File: src/rtl/axi_bw_tester_if.sv
// AXI4 master bus bundle for the bandwidth tester.
// Full AW/W/B/AR/R signal set, 64-bit addresses.
interface axi_bw_tester_if #(
  parameter int DW = 512,
  parameter int IW = 4
);
  logic [IW-1:0]   awid;
  logic [63:0]     awaddr;
  logic [7:0]      awlen;
  logic [2:0]      awsize;
  logic [1:0]      awburst;
  logic            awlock;
  logic [3:0]      awcache;
  logic [2:0]      awprot;
  logic [3:0]      awqos;
  logic            awvalid;
  logic            awready;
  logic [DW-1:0]   wdata;
  logic [DW/8-1:0] wstrb;
  logic            wlast;
  logic            wvalid;
  logic            wready;
  logic [IW-1:0]   bid;
  logic [1:0]      bresp;
  logic            bvalid;
  logic            bready;
  logic [IW-1:0]   arid;
  logic [63:0]     araddr;
  logic [7:0]      arlen;
  logic [2:0]      arsize;
  logic [1:0]      arburst;
  logic            arlock;
  logic [3:0]      arcache;
  logic [2:0]      arprot;
  logic [3:0]      arqos;
  logic            arvalid;
  logic            arready;
  logic [IW-1:0]   rid;
  logic [DW-1:0]   rdata;
  logic [1:0]      rresp;
  logic            rlast;
  logic            rvalid;
  logic            rready;

  modport master (
    output awid, awaddr, awlen, awsize, awburst,
    output awlock, awcache, awprot, awqos, awvalid,
    input  awready,
    output wdata, wstrb, wlast, wvalid,
    input  wready,
    input  bid, bresp, bvalid,
    output bready,
    output arid, araddr, arlen, arsize, arburst,
    output arlock, arcache, arprot, arqos, arvalid,
    input  arready,
    input  rid, rdata, rresp, rlast, rvalid,
    output rready
  );

  modport slave (
    input  awid, awaddr, awlen, awsize, awburst,
    input  awlock, awcache, awprot, awqos, awvalid,
    output awready,
    input  wdata, wstrb, wlast, wvalid,
    output wready,
    output bid, bresp, bvalid,
    input  bready,
    input  arid, araddr, arlen, arsize, arburst,
    input  arlock, arcache, arprot, arqos, arvalid,
    output arready,
    output rid, rdata, rresp, rlast, rvalid,
    input  rready
  );
endinterface

File: src/rtl/axi_bw_tester.sv
// AXI4 bandwidth tester: independent write and read
// burst engines with cycle timers and data checking.
module axi_bw_tester #(
  parameter int          DW          = 512,
  parameter int          IW          = 4,
  parameter int          BURST_BYTES = 4096,
  parameter int          MAX_OUT     = 8,
  parameter logic [63:0] BASE_ADDR   = 64'h0
) (
  input  logic        clk,
  input  logic        resetn,
  input  logic [31:0] burst_count,
  input  logic        start_write,
  input  logic        start_read,
  output logic        wr_busy,
  output logic        rd_busy,
  output logic        wr_done,
  output logic        rd_done,
  output logic [31:0] write_time,
  output logic [31:0] read_time,
  output logic [31:0] rd_mismatch,
  output logic [31:0] resp_err,
  axi_bw_tester_if.master m_axi
);
  localparam int          BEATS = BURST_BYTES / (DW / 8);
  localparam logic [7:0]  LEN   = 8'(BEATS - 1);
  localparam logic [2:0]  SIZE  = 3'($clog2(DW / 8));
  localparam logic [63:0] BB    = 64'(BURST_BYTES);
  localparam logic [31:0] MO    = 32'(MAX_OUT);

  typedef enum logic {IDLE, RUN} st_t;

  function automatic logic [31:0] sat_inc(
    input logic [31:0] v
  );
    return (&v) ? v : v + 32'd1;
  endfunction

  st_t wr_st, rd_st;

  logic [31:0] wr_cnt, aw_sent, b_recv, w_bursts;
  logic [31:0] wk, wr_timer;
  logic [7:0]  w_beat;
  logic        aw_v, w_v;
  logic [63:0] aw_a;
  logic        wr_acc, aw_hs, w_hs, w_end;
  logic        b_hs, b_err, wr_fin;
  logic [31:0] aw_sent_n, b_recv_n, w_bursts_n;

  logic [31:0] rd_cnt, ar_sent, r_recv, rj, rd_timer;
  logic        ar_v;
  logic [63:0] ar_a;
  logic        rd_acc, ar_hs, r_hs, r_end;
  logic        r_err, r_bad, rd_fin;
  logic [31:0] ar_sent_n, r_recv_n;
  logic [32:0] err_sum;
  logic        unused_ok;

  assign m_axi.awid    = {IW{1'b0}};
  assign m_axi.awlen   = LEN;
  assign m_axi.awsize  = SIZE;
  assign m_axi.awburst = 2'b01;
  assign m_axi.awlock  = 1'b0;
  assign m_axi.awcache = 4'd0;
  assign m_axi.awprot  = 3'd0;
  assign m_axi.awqos   = 4'd0;
  assign m_axi.awvalid = aw_v;
  assign m_axi.awaddr  = aw_a;
  assign m_axi.wdata   = {(DW/32){wk}};
  assign m_axi.wstrb   = '1;
  assign m_axi.wlast   = (w_beat == LEN);
  assign m_axi.wvalid  = w_v;
  assign m_axi.bready  = wr_busy;
  assign m_axi.arid    = {IW{1'b0}};
  assign m_axi.arlen   = LEN;
  assign m_axi.arsize  = SIZE;
  assign m_axi.arburst = 2'b01;
  assign m_axi.arlock  = 1'b0;
  assign m_axi.arcache = 4'd0;
  assign m_axi.arprot  = 3'd0;
  assign m_axi.arqos   = 4'd0;
  assign m_axi.arvalid = ar_v;
  assign m_axi.araddr  = ar_a;
  assign m_axi.rready  = rd_busy;

  assign unused_ok = ^{m_axi.bid, m_axi.rid};

  assign wr_busy    = (wr_st == RUN);
  assign wr_acc     = start_write && !wr_busy
                   && (burst_count != 32'd0);
  assign aw_hs      = aw_v && m_axi.awready;
  assign w_hs       = w_v && m_axi.wready;
  assign w_end      = w_hs && (w_beat == LEN);
  assign b_hs       = wr_busy && m_axi.bvalid;
  assign b_err      = b_hs && (m_axi.bresp != 2'b00);
  assign aw_sent_n  = aw_sent + 32'(aw_hs);
  assign b_recv_n   = b_recv + 32'(b_hs);
  assign w_bursts_n = w_bursts + 32'(w_end);
  assign wr_fin     = b_hs && (b_recv_n == wr_cnt);

  assign rd_busy   = (rd_st == RUN);
  assign rd_acc    = start_read && !rd_busy
                  && (burst_count != 32'd0);
  assign ar_hs     = ar_v && m_axi.arready;
  assign r_hs      = rd_busy && m_axi.rvalid;
  assign r_end     = r_hs && m_axi.rlast;
  assign r_err     = r_hs && (m_axi.rresp != 2'b00);
  assign r_bad     = r_hs
                  && (m_axi.rdata != {(DW/32){rj}});
  assign ar_sent_n = ar_sent + 32'(ar_hs);
  assign r_recv_n  = r_recv + 32'(r_end);
  assign rd_fin    = r_end && (r_recv_n == rd_cnt);

  assign err_sum = {1'b0, (wr_acc || rd_acc)
                          ? 32'd0 : resp_err}
                 + 33'(b_err) + 33'(r_err);

  // Write engine: AW issue window, W beats, B collection, timer
  always_ff @(posedge clk or negedge resetn) begin
    if (!resetn) begin
      wr_st      <= IDLE;
      wr_cnt     <= '0;
      aw_sent    <= '0;
      b_recv     <= '0;
      w_bursts   <= '0;
      wk         <= '0;
      w_beat     <= '0;
      wr_timer   <= '0;
      aw_v       <= 1'b0;
      aw_a       <= '0;
      w_v        <= 1'b0;
      write_time <= '0;
      wr_done    <= 1'b0;
    end else begin
      wr_done <= wr_fin;
      if (wr_acc) begin
        wr_st    <= RUN;
        wr_cnt   <= burst_count;
        aw_sent  <= '0;
        b_recv   <= '0;
        w_bursts <= '0;
        wk       <= '0;
        w_beat   <= '0;
        wr_timer <= '0;
        aw_v     <= 1'b1;
        aw_a     <= BASE_ADDR;
        w_v      <= 1'b0;
      end else if (wr_busy) begin
        aw_sent  <= aw_sent_n;
        b_recv   <= b_recv_n;
        w_bursts <= w_bursts_n;
        wr_timer <= sat_inc(wr_timer);
        if (w_hs) begin
          wk     <= wk + 32'd1;
          w_beat <= w_end ? 8'd0 : w_beat + 8'd1;
        end
        if (wr_fin) begin
          wr_st      <= IDLE;
          write_time <= sat_inc(wr_timer);
          aw_v       <= 1'b0;
          w_v        <= 1'b0;
        end else begin
          aw_v <= (aw_sent_n < wr_cnt)
               && ((aw_sent_n - b_recv_n) < MO);
          aw_a <= BASE_ADDR + 64'(aw_sent_n) * BB;
          w_v  <= (w_bursts_n < aw_sent_n);
        end
      end
    end
  end

  // Read engine: AR issue window, R checking, timer
  always_ff @(posedge clk or negedge resetn) begin
    if (!resetn) begin
      rd_st       <= IDLE;
      rd_cnt      <= '0;
      ar_sent     <= '0;
      r_recv      <= '0;
      rj          <= '0;
      rd_timer    <= '0;
      ar_v        <= 1'b0;
      ar_a        <= '0;
      read_time   <= '0;
      rd_done     <= 1'b0;
      rd_mismatch <= '0;
    end else begin
      rd_done <= rd_fin;
      if (rd_acc) begin
        rd_st       <= RUN;
        rd_cnt      <= burst_count;
        ar_sent     <= '0;
        r_recv      <= '0;
        rj          <= '0;
        rd_timer    <= '0;
        ar_v        <= 1'b1;
        ar_a        <= BASE_ADDR;
        rd_mismatch <= '0;
      end else if (rd_busy) begin
        ar_sent  <= ar_sent_n;
        r_recv   <= r_recv_n;
        rd_timer <= sat_inc(rd_timer);
        if (r_hs) rj <= rj + 32'd1;
        if (r_bad) rd_mismatch <= sat_inc(rd_mismatch);
        if (rd_fin) begin
          rd_st     <= IDLE;
          read_time <= sat_inc(rd_timer);
          ar_v      <= 1'b0;
        end else begin
          ar_v <= (ar_sent_n < rd_cnt)
               && ((ar_sent_n - r_recv_n) < MO);
          ar_a <= BASE_ADDR + 64'(ar_sent_n) * BB;
        end
      end
    end
  end

  // Shared response-error counter, fed by both engines
  always_ff @(posedge clk or negedge resetn) begin
    if (!resetn) resp_err <= '0;
    else resp_err <= err_sum[32] ? '1 : err_sum[31:0];
  end
endmodule

File: src/flat_wrapper.sv
// flat-port wrapper written by rule: the top's interface ports become plain ports
module axi_bw_tester_flat 
#(
  parameter int          DW          = 512,
  parameter int          IW          = 4,
  parameter int          BURST_BYTES = 4096,
  parameter int          MAX_OUT     = 8,
  parameter logic [63:0] BASE_ADDR   = 64'h0
)
  (clk, resetn, burst_count, start_write, start_read, wr_busy, rd_busy, wr_done, rd_done, write_time, read_time, rd_mismatch, resp_err, m_axi_awid, m_axi_awaddr, m_axi_awlen, m_axi_awsize, m_axi_awburst, m_axi_awlock, m_axi_awcache, m_axi_awprot, m_axi_awqos, m_axi_awvalid, m_axi_awready, m_axi_wdata, m_axi_wstrb, m_axi_wlast, m_axi_wvalid, m_axi_wready, m_axi_bid, m_axi_bresp, m_axi_bvalid, m_axi_bready, m_axi_arid, m_axi_araddr, m_axi_arlen, m_axi_arsize, m_axi_arburst, m_axi_arlock, m_axi_arcache, m_axi_arprot, m_axi_arqos, m_axi_arvalid, m_axi_arready, m_axi_rid, m_axi_rdata, m_axi_rresp, m_axi_rlast, m_axi_rvalid, m_axi_rready);
  axi_bw_tester_if #(.DW(DW), .IW(IW)) m_axi_i ();
  input  logic clk;
  input  logic resetn;
  input  logic [31:0] burst_count;
  input  logic start_write;
  input  logic start_read;
  output logic wr_busy;
  output logic rd_busy;
  output logic wr_done;
  output logic rd_done;
  output logic [31:0] write_time;
  output logic [31:0] read_time;
  output logic [31:0] rd_mismatch;
  output logic [31:0] resp_err;
  output wire logic [$bits(m_axi_i.awid)-1:0] m_axi_awid;
  output wire logic [$bits(m_axi_i.awaddr)-1:0] m_axi_awaddr;
  output wire logic [$bits(m_axi_i.awlen)-1:0] m_axi_awlen;
  output wire logic [$bits(m_axi_i.awsize)-1:0] m_axi_awsize;
  output wire logic [$bits(m_axi_i.awburst)-1:0] m_axi_awburst;
  output wire logic [$bits(m_axi_i.awlock)-1:0] m_axi_awlock;
  output wire logic [$bits(m_axi_i.awcache)-1:0] m_axi_awcache;
  output wire logic [$bits(m_axi_i.awprot)-1:0] m_axi_awprot;
  output wire logic [$bits(m_axi_i.awqos)-1:0] m_axi_awqos;
  output wire logic [$bits(m_axi_i.awvalid)-1:0] m_axi_awvalid;
  input wire logic [$bits(m_axi_i.awready)-1:0] m_axi_awready;
  output wire logic [$bits(m_axi_i.wdata)-1:0] m_axi_wdata;
  output wire logic [$bits(m_axi_i.wstrb)-1:0] m_axi_wstrb;
  output wire logic [$bits(m_axi_i.wlast)-1:0] m_axi_wlast;
  output wire logic [$bits(m_axi_i.wvalid)-1:0] m_axi_wvalid;
  input wire logic [$bits(m_axi_i.wready)-1:0] m_axi_wready;
  input wire logic [$bits(m_axi_i.bid)-1:0] m_axi_bid;
  input wire logic [$bits(m_axi_i.bresp)-1:0] m_axi_bresp;
  input wire logic [$bits(m_axi_i.bvalid)-1:0] m_axi_bvalid;
  output wire logic [$bits(m_axi_i.bready)-1:0] m_axi_bready;
  output wire logic [$bits(m_axi_i.arid)-1:0] m_axi_arid;
  output wire logic [$bits(m_axi_i.araddr)-1:0] m_axi_araddr;
  output wire logic [$bits(m_axi_i.arlen)-1:0] m_axi_arlen;
  output wire logic [$bits(m_axi_i.arsize)-1:0] m_axi_arsize;
  output wire logic [$bits(m_axi_i.arburst)-1:0] m_axi_arburst;
  output wire logic [$bits(m_axi_i.arlock)-1:0] m_axi_arlock;
  output wire logic [$bits(m_axi_i.arcache)-1:0] m_axi_arcache;
  output wire logic [$bits(m_axi_i.arprot)-1:0] m_axi_arprot;
  output wire logic [$bits(m_axi_i.arqos)-1:0] m_axi_arqos;
  output wire logic [$bits(m_axi_i.arvalid)-1:0] m_axi_arvalid;
  input wire logic [$bits(m_axi_i.arready)-1:0] m_axi_arready;
  input wire logic [$bits(m_axi_i.rid)-1:0] m_axi_rid;
  input wire logic [$bits(m_axi_i.rdata)-1:0] m_axi_rdata;
  input wire logic [$bits(m_axi_i.rresp)-1:0] m_axi_rresp;
  input wire logic [$bits(m_axi_i.rlast)-1:0] m_axi_rlast;
  input wire logic [$bits(m_axi_i.rvalid)-1:0] m_axi_rvalid;
  output wire logic [$bits(m_axi_i.rready)-1:0] m_axi_rready;
  assign m_axi_awid = m_axi_i.awid;
  assign m_axi_awaddr = m_axi_i.awaddr;
  assign m_axi_awlen = m_axi_i.awlen;
  assign m_axi_awsize = m_axi_i.awsize;
  assign m_axi_awburst = m_axi_i.awburst;
  assign m_axi_awlock = m_axi_i.awlock;
  assign m_axi_awcache = m_axi_i.awcache;
  assign m_axi_awprot = m_axi_i.awprot;
  assign m_axi_awqos = m_axi_i.awqos;
  assign m_axi_awvalid = m_axi_i.awvalid;
  assign m_axi_i.awready = m_axi_awready;
  assign m_axi_wdata = m_axi_i.wdata;
  assign m_axi_wstrb = m_axi_i.wstrb;
  assign m_axi_wlast = m_axi_i.wlast;
  assign m_axi_wvalid = m_axi_i.wvalid;
  assign m_axi_i.wready = m_axi_wready;
  assign m_axi_i.bid = m_axi_bid;
  assign m_axi_i.bresp = m_axi_bresp;
  assign m_axi_i.bvalid = m_axi_bvalid;
  assign m_axi_bready = m_axi_i.bready;
  assign m_axi_arid = m_axi_i.arid;
  assign m_axi_araddr = m_axi_i.araddr;
  assign m_axi_arlen = m_axi_i.arlen;
  assign m_axi_arsize = m_axi_i.arsize;
  assign m_axi_arburst = m_axi_i.arburst;
  assign m_axi_arlock = m_axi_i.arlock;
  assign m_axi_arcache = m_axi_i.arcache;
  assign m_axi_arprot = m_axi_i.arprot;
  assign m_axi_arqos = m_axi_i.arqos;
  assign m_axi_arvalid = m_axi_i.arvalid;
  assign m_axi_i.arready = m_axi_arready;
  assign m_axi_i.rid = m_axi_rid;
  assign m_axi_i.rdata = m_axi_rdata;
  assign m_axi_i.rresp = m_axi_rresp;
  assign m_axi_i.rlast = m_axi_rlast;
  assign m_axi_i.rvalid = m_axi_rvalid;
  assign m_axi_rready = m_axi_i.rready;
  axi_bw_tester #(.DW(DW), .IW(IW), .BURST_BYTES(BURST_BYTES), .MAX_OUT(MAX_OUT), .BASE_ADDR(BASE_ADDR)) u_core (.clk(clk), .resetn(resetn), .burst_count(burst_count), .start_write(start_write), .start_read(start_read), .wr_busy(wr_busy), .rd_busy(rd_busy), .wr_done(wr_done), .rd_done(rd_done), .write_time(write_time), .read_time(read_time), .rd_mismatch(rd_mismatch), .resp_err(resp_err), .m_axi(m_axi_i));
endmodule
File: config.mk
export PLATFORM = sky130hd
export DESIGN_NAME = axi_bw_tester_flat
export DESIGN_NICKNAME = d
export VERILOG_FILES = /design/src/rtl/axi_bw_tester_if.sv /design/src/rtl/axi_bw_tester.sv /design/src/flat_wrapper.sv
export SDC_FILE = /design/constraint.sdc
export NUM_CORES = 2
export LEC_CHECK = 0
export ABC_AREA = 1
export BUFFER_PORTS_ARGS = -buffer_cell sky130_fd_sc_hd__clkbuf_2
export CORE_AREA = 2 2 574 576
export CTS_CLUSTER_DIAMETER = 100
export DETAILED_ROUTE_END_ITERATION = 8
export DIE_AREA = 0 0 576 578
export GPL_TIMING_DRIVEN = 0
export PLACE_DENSITY_LB_ADDON = 0.05
export SYNTH_ARGS = -nofsm -noshare
export SYNTH_HDL_FRONTEND = slang
export SYNTH_SLANG_ARGS = --single-unit
File: constraint.sdc
create_clock -name clk -period 12.73 [get_ports clk]
set_input_delay 1.273 -clock clk [delete_from_list [all_inputs] [get_ports clk]]
set_output_delay 1.273 -clock clk [all_outputs]
set_load 0.02 [all_outputs]
==> qor.yml <==
die:
  die_y_um: 578
  core_sq_um: 326300
  num_rows: 210
  io_pins: 1466
  die_x_um: 576
  die-area_sq_um: 332900
  initial_utilization_pct: 14.60
finish:
  fill_cells: 37432
  nNetsFinal: 8888
  area_growth_pct: 34.09
  layout_commonest_cell: "nand2_1"
  final_layout_size_suffix_gt1_share_pct: 29.28
  final_util_pct: 19.58
  layout_common_cells: "1371 x nand2_1, 1273 x clkbuf_2, 712 x inv_1, 676 x buf_4, 544 x dfrtp_1"
critical_path:
  r2r-end: "u_core.m_axi.awvalid"
  critical_path_class: "input pin to flop"
  cpLargestDelayFamily: "simple AND/OR/NAND/NOR gates"
  rrSetupSlack_ns: 6.45
  reg2reg_depth: 35
  crit_arrival_ns: 7.06
  cp_data_required_time_ns: 13.36
  crit_fanout: 4
  crit_path_frequent_cell: "nor2_1"
  cp_slowest_cell: "nor2_1"
  crit_cells: 36
  worst_setup_path_start_kind: "input pin"
  crit_buf_inv: 5
  worst_r2r_startpoint: "u_core.m_axi.awvalid"
  endpoint: "u_core.m_axi.awvalid"
  critPathCaptureType: "flop"
  worst_path_largest_cell_delay_ns: 0.40
  critPathLaunch: "m_axi_awready"
synthesis:
  synth_fa_ha_area_share_pct: 4.269
  yosysSeqAreaShare_pct: 29.35
  synth_mux_area_share_pct: 0
  synth_area_sq_um: 47660
  synthDistinctLibCells: 70
  synth_top_area_share_pct: 29.35
  synth_warnings: 0
  yosys_register_bits: 559
  post_synth_and_or_nand_nor_area_fraction_pct: 27.10
  synth-compound-area-share_pct: 9.682
  synth-xor-area-share_pct: 11.52
  netlist_instances: 6591
  synth_top_family_by_area: "simple AND/OR/NAND/NOR gates"
  synth_area_leader_cell: "dfrtp_1"
  avgSynthCellArea_sq_um: 7.231
  synthTopCellsByArea: "dfrtp_1 29%, nand2_1 11%, buf_4 11%, xor2_1 8.1%, inv_1 5.6%"
grt:
  antenna_found_initial: 49
  overflow: 0
  grt_usage_pct: 16.99
  grt_pass1_wl_mm: 400.1
  grt_pass1_vias: 48629
  grt_max_degree: 84
timing:
  min_period_ns: 6.436
  finalSetupViolCount: 0
  period_share_pct: 50.56
  worst_pin_slew_ns: 1.371
  whs_ns: 0.4804
  fmax_ghz: 0.1554
  relSlewSlack_pct: 7.760
  rsz0062_at_grt: "no"
  hold_viol: 0
  slew_viol_final: 0
  clock-skew-final_ns: 0.03000
clocking:
  cts_tree: "built"
  clock-sinks: 559
  path_clk_slew_ns: 0.05
  cts_resized: 0
  clkLatencyLatePin_ns: 0.72
  cts-root-buf: "clkbuf_16"
  cts_max_path_buffers: 3
  h-tree-depth: 3
  cts_buffers: 90
  cts_hold_buf: 0
  post_cts_buffers: 0
route:
  postRouteAntennaNets: 0
  wire_per_inst_um: 23.38
  drt_iter0_markers: 2592
  vias: 48621
  dr.pass1.iters: 5
  drc_errors: 0
  routed_wl_mm: 294.5
  vias_per_cell: 3.860
power:
  peakVddDrop_v: 0.0001009
  total_leakage_power_nw: 32.35
  powerDensity_nw_per_um2: 187.3
run:
  maxCapViolCount: 0
placement:
  port_buffers: 1271
  gp_congestion: 0.8333
  hpwl_mm: 248.6
worst_hold_path:
  min_path_type: "flop to flop"
outcome:
  outcome: "finished, final reports clean"
how the worst min path moves through the flow:
| stage | startpoint | to | slack [ns] | depth (start not counted) |
|---|---|---|---|---|
| 2_1_floorplan | u_core.ar_sent[0] | u_core.ar_sent[0] | 0.45 | 2 |
| 3_3_place_gp | u_core.ar_sent[0] | u_core.ar_sent[0] | 0.46 | 2 |
| 3_5_place_dp | u_core.read_time[26] | u_core.read_time[26] | 0.47 | 2 |
| 4_1_cts | u_core.ar_sent[0] | u_core.ar_sent[0] | 0.49 | 2 |
| 5_1_grt | u_core.write_time[9] | u_core.write_time[9] | 0.51 | 2 |
| 6_report | u_core.write_time[2] | u_core.write_time[2] | 0.48 | 2 |
cell usage after synthesis (all sizes together):
cell type  instances
a2111oi            2
a211o              1
a211oi            10
a21boi             5
a21o               4
a21oi            165
a221oi             5
a22o               9
a22oi              1
a31oi              6
a32o              32
and2               3
and3b              1
buf              758
clkbuf           100
clkinv             3
conb               2
dfrtp            559
fa                 1
ha               161
inv              728
nand2           1400
nand3            409
nand3b            15
nand4            153
nor2             465
nor3             159
nor3b             11
nor4             143
nor4b              1
o2111ai            1
o211ai             8
o21a               6
o21ai            394
o21bai             4
o221a              1
o221ai             1
o22ai            146
o31ai              8
or2               81
or3                1
or4                1
xnor2            186
xor2             441
power by group:
group | internal [mW] | switching (mW) | total (mW)
Clock | 1.65 | 1.05 | 2.70
Combinational | 2.15 | 4.35 | 6.50
Sequential | 2.23 | 0.538 | 2.77
tightest hold or removal path, stage by stage, from the launching register on:
cell,delay (ns)
dfrtp_1,0.33
nand2_1,0.05
o21ai_0,0.06
layer usage:
| metal | vias up | share of wire [%] | global-route usage, % |
|---|---|---|---|
| li1 | 23901 | - | - |
| met1 | 23230 | 43 | 20.90 |
| met5 | - | 0.060 | 0 |
| met3 | 226 | 4.4 | 2.662 |
| met2 | 1236 | 51 | 30.75 |
| met4 | 28 | 2.4 | 3.980 |
area by class of cell:
cell class / count / area [sq um] / area share [%]
antenna: 17 / 42.54 / 0.06657
sequential: 559 / 14010 / 21.92
timing repair buffer: 1293 / 6872 / 10.75
clock buffer: 130 / 2655 / 4.155
multi-input combinational: 4627 / 25780 / 40.33
clock inverter: 35 / 506.7 / 0.7929
inverter: 731 / 2748 / 4.299
tap: 4346 / 5438 / 8.509
buffer: 858 / 5862 / 9.173
stage by stage:
step / setup slack (ns) / instance area [sq um] / instances / power, mW / TNS, ns
after floorplan: 7.872 / 48350 / 6775 / 6.942 / 0
after global placement: -6.730 / 60150 / 12392 / 9.395 / -3578.78
after detailed placement: 5.615 / 60700 / 12414 / 9.362 / 0
after CTS: 6.371 / 63860 / 12579 / 12.21 / 0
after global routing: 5.790 / 63880 / 12584 / 13.01 / 0
final: 6.294 / 63910 / 12596 / 11.97 / 0
kinds of logic (layout without fill, tap and decap cells):
kind of cell	count (synthesis)	after routing
simple gates	2843	2843
fa+ha+maj	162	162
other cells	2	203
xor+xnor	627	627
flops	559	559
compound gates	809	809
buf+inv	1589	3047
Power figures use the tool's default switching activity.
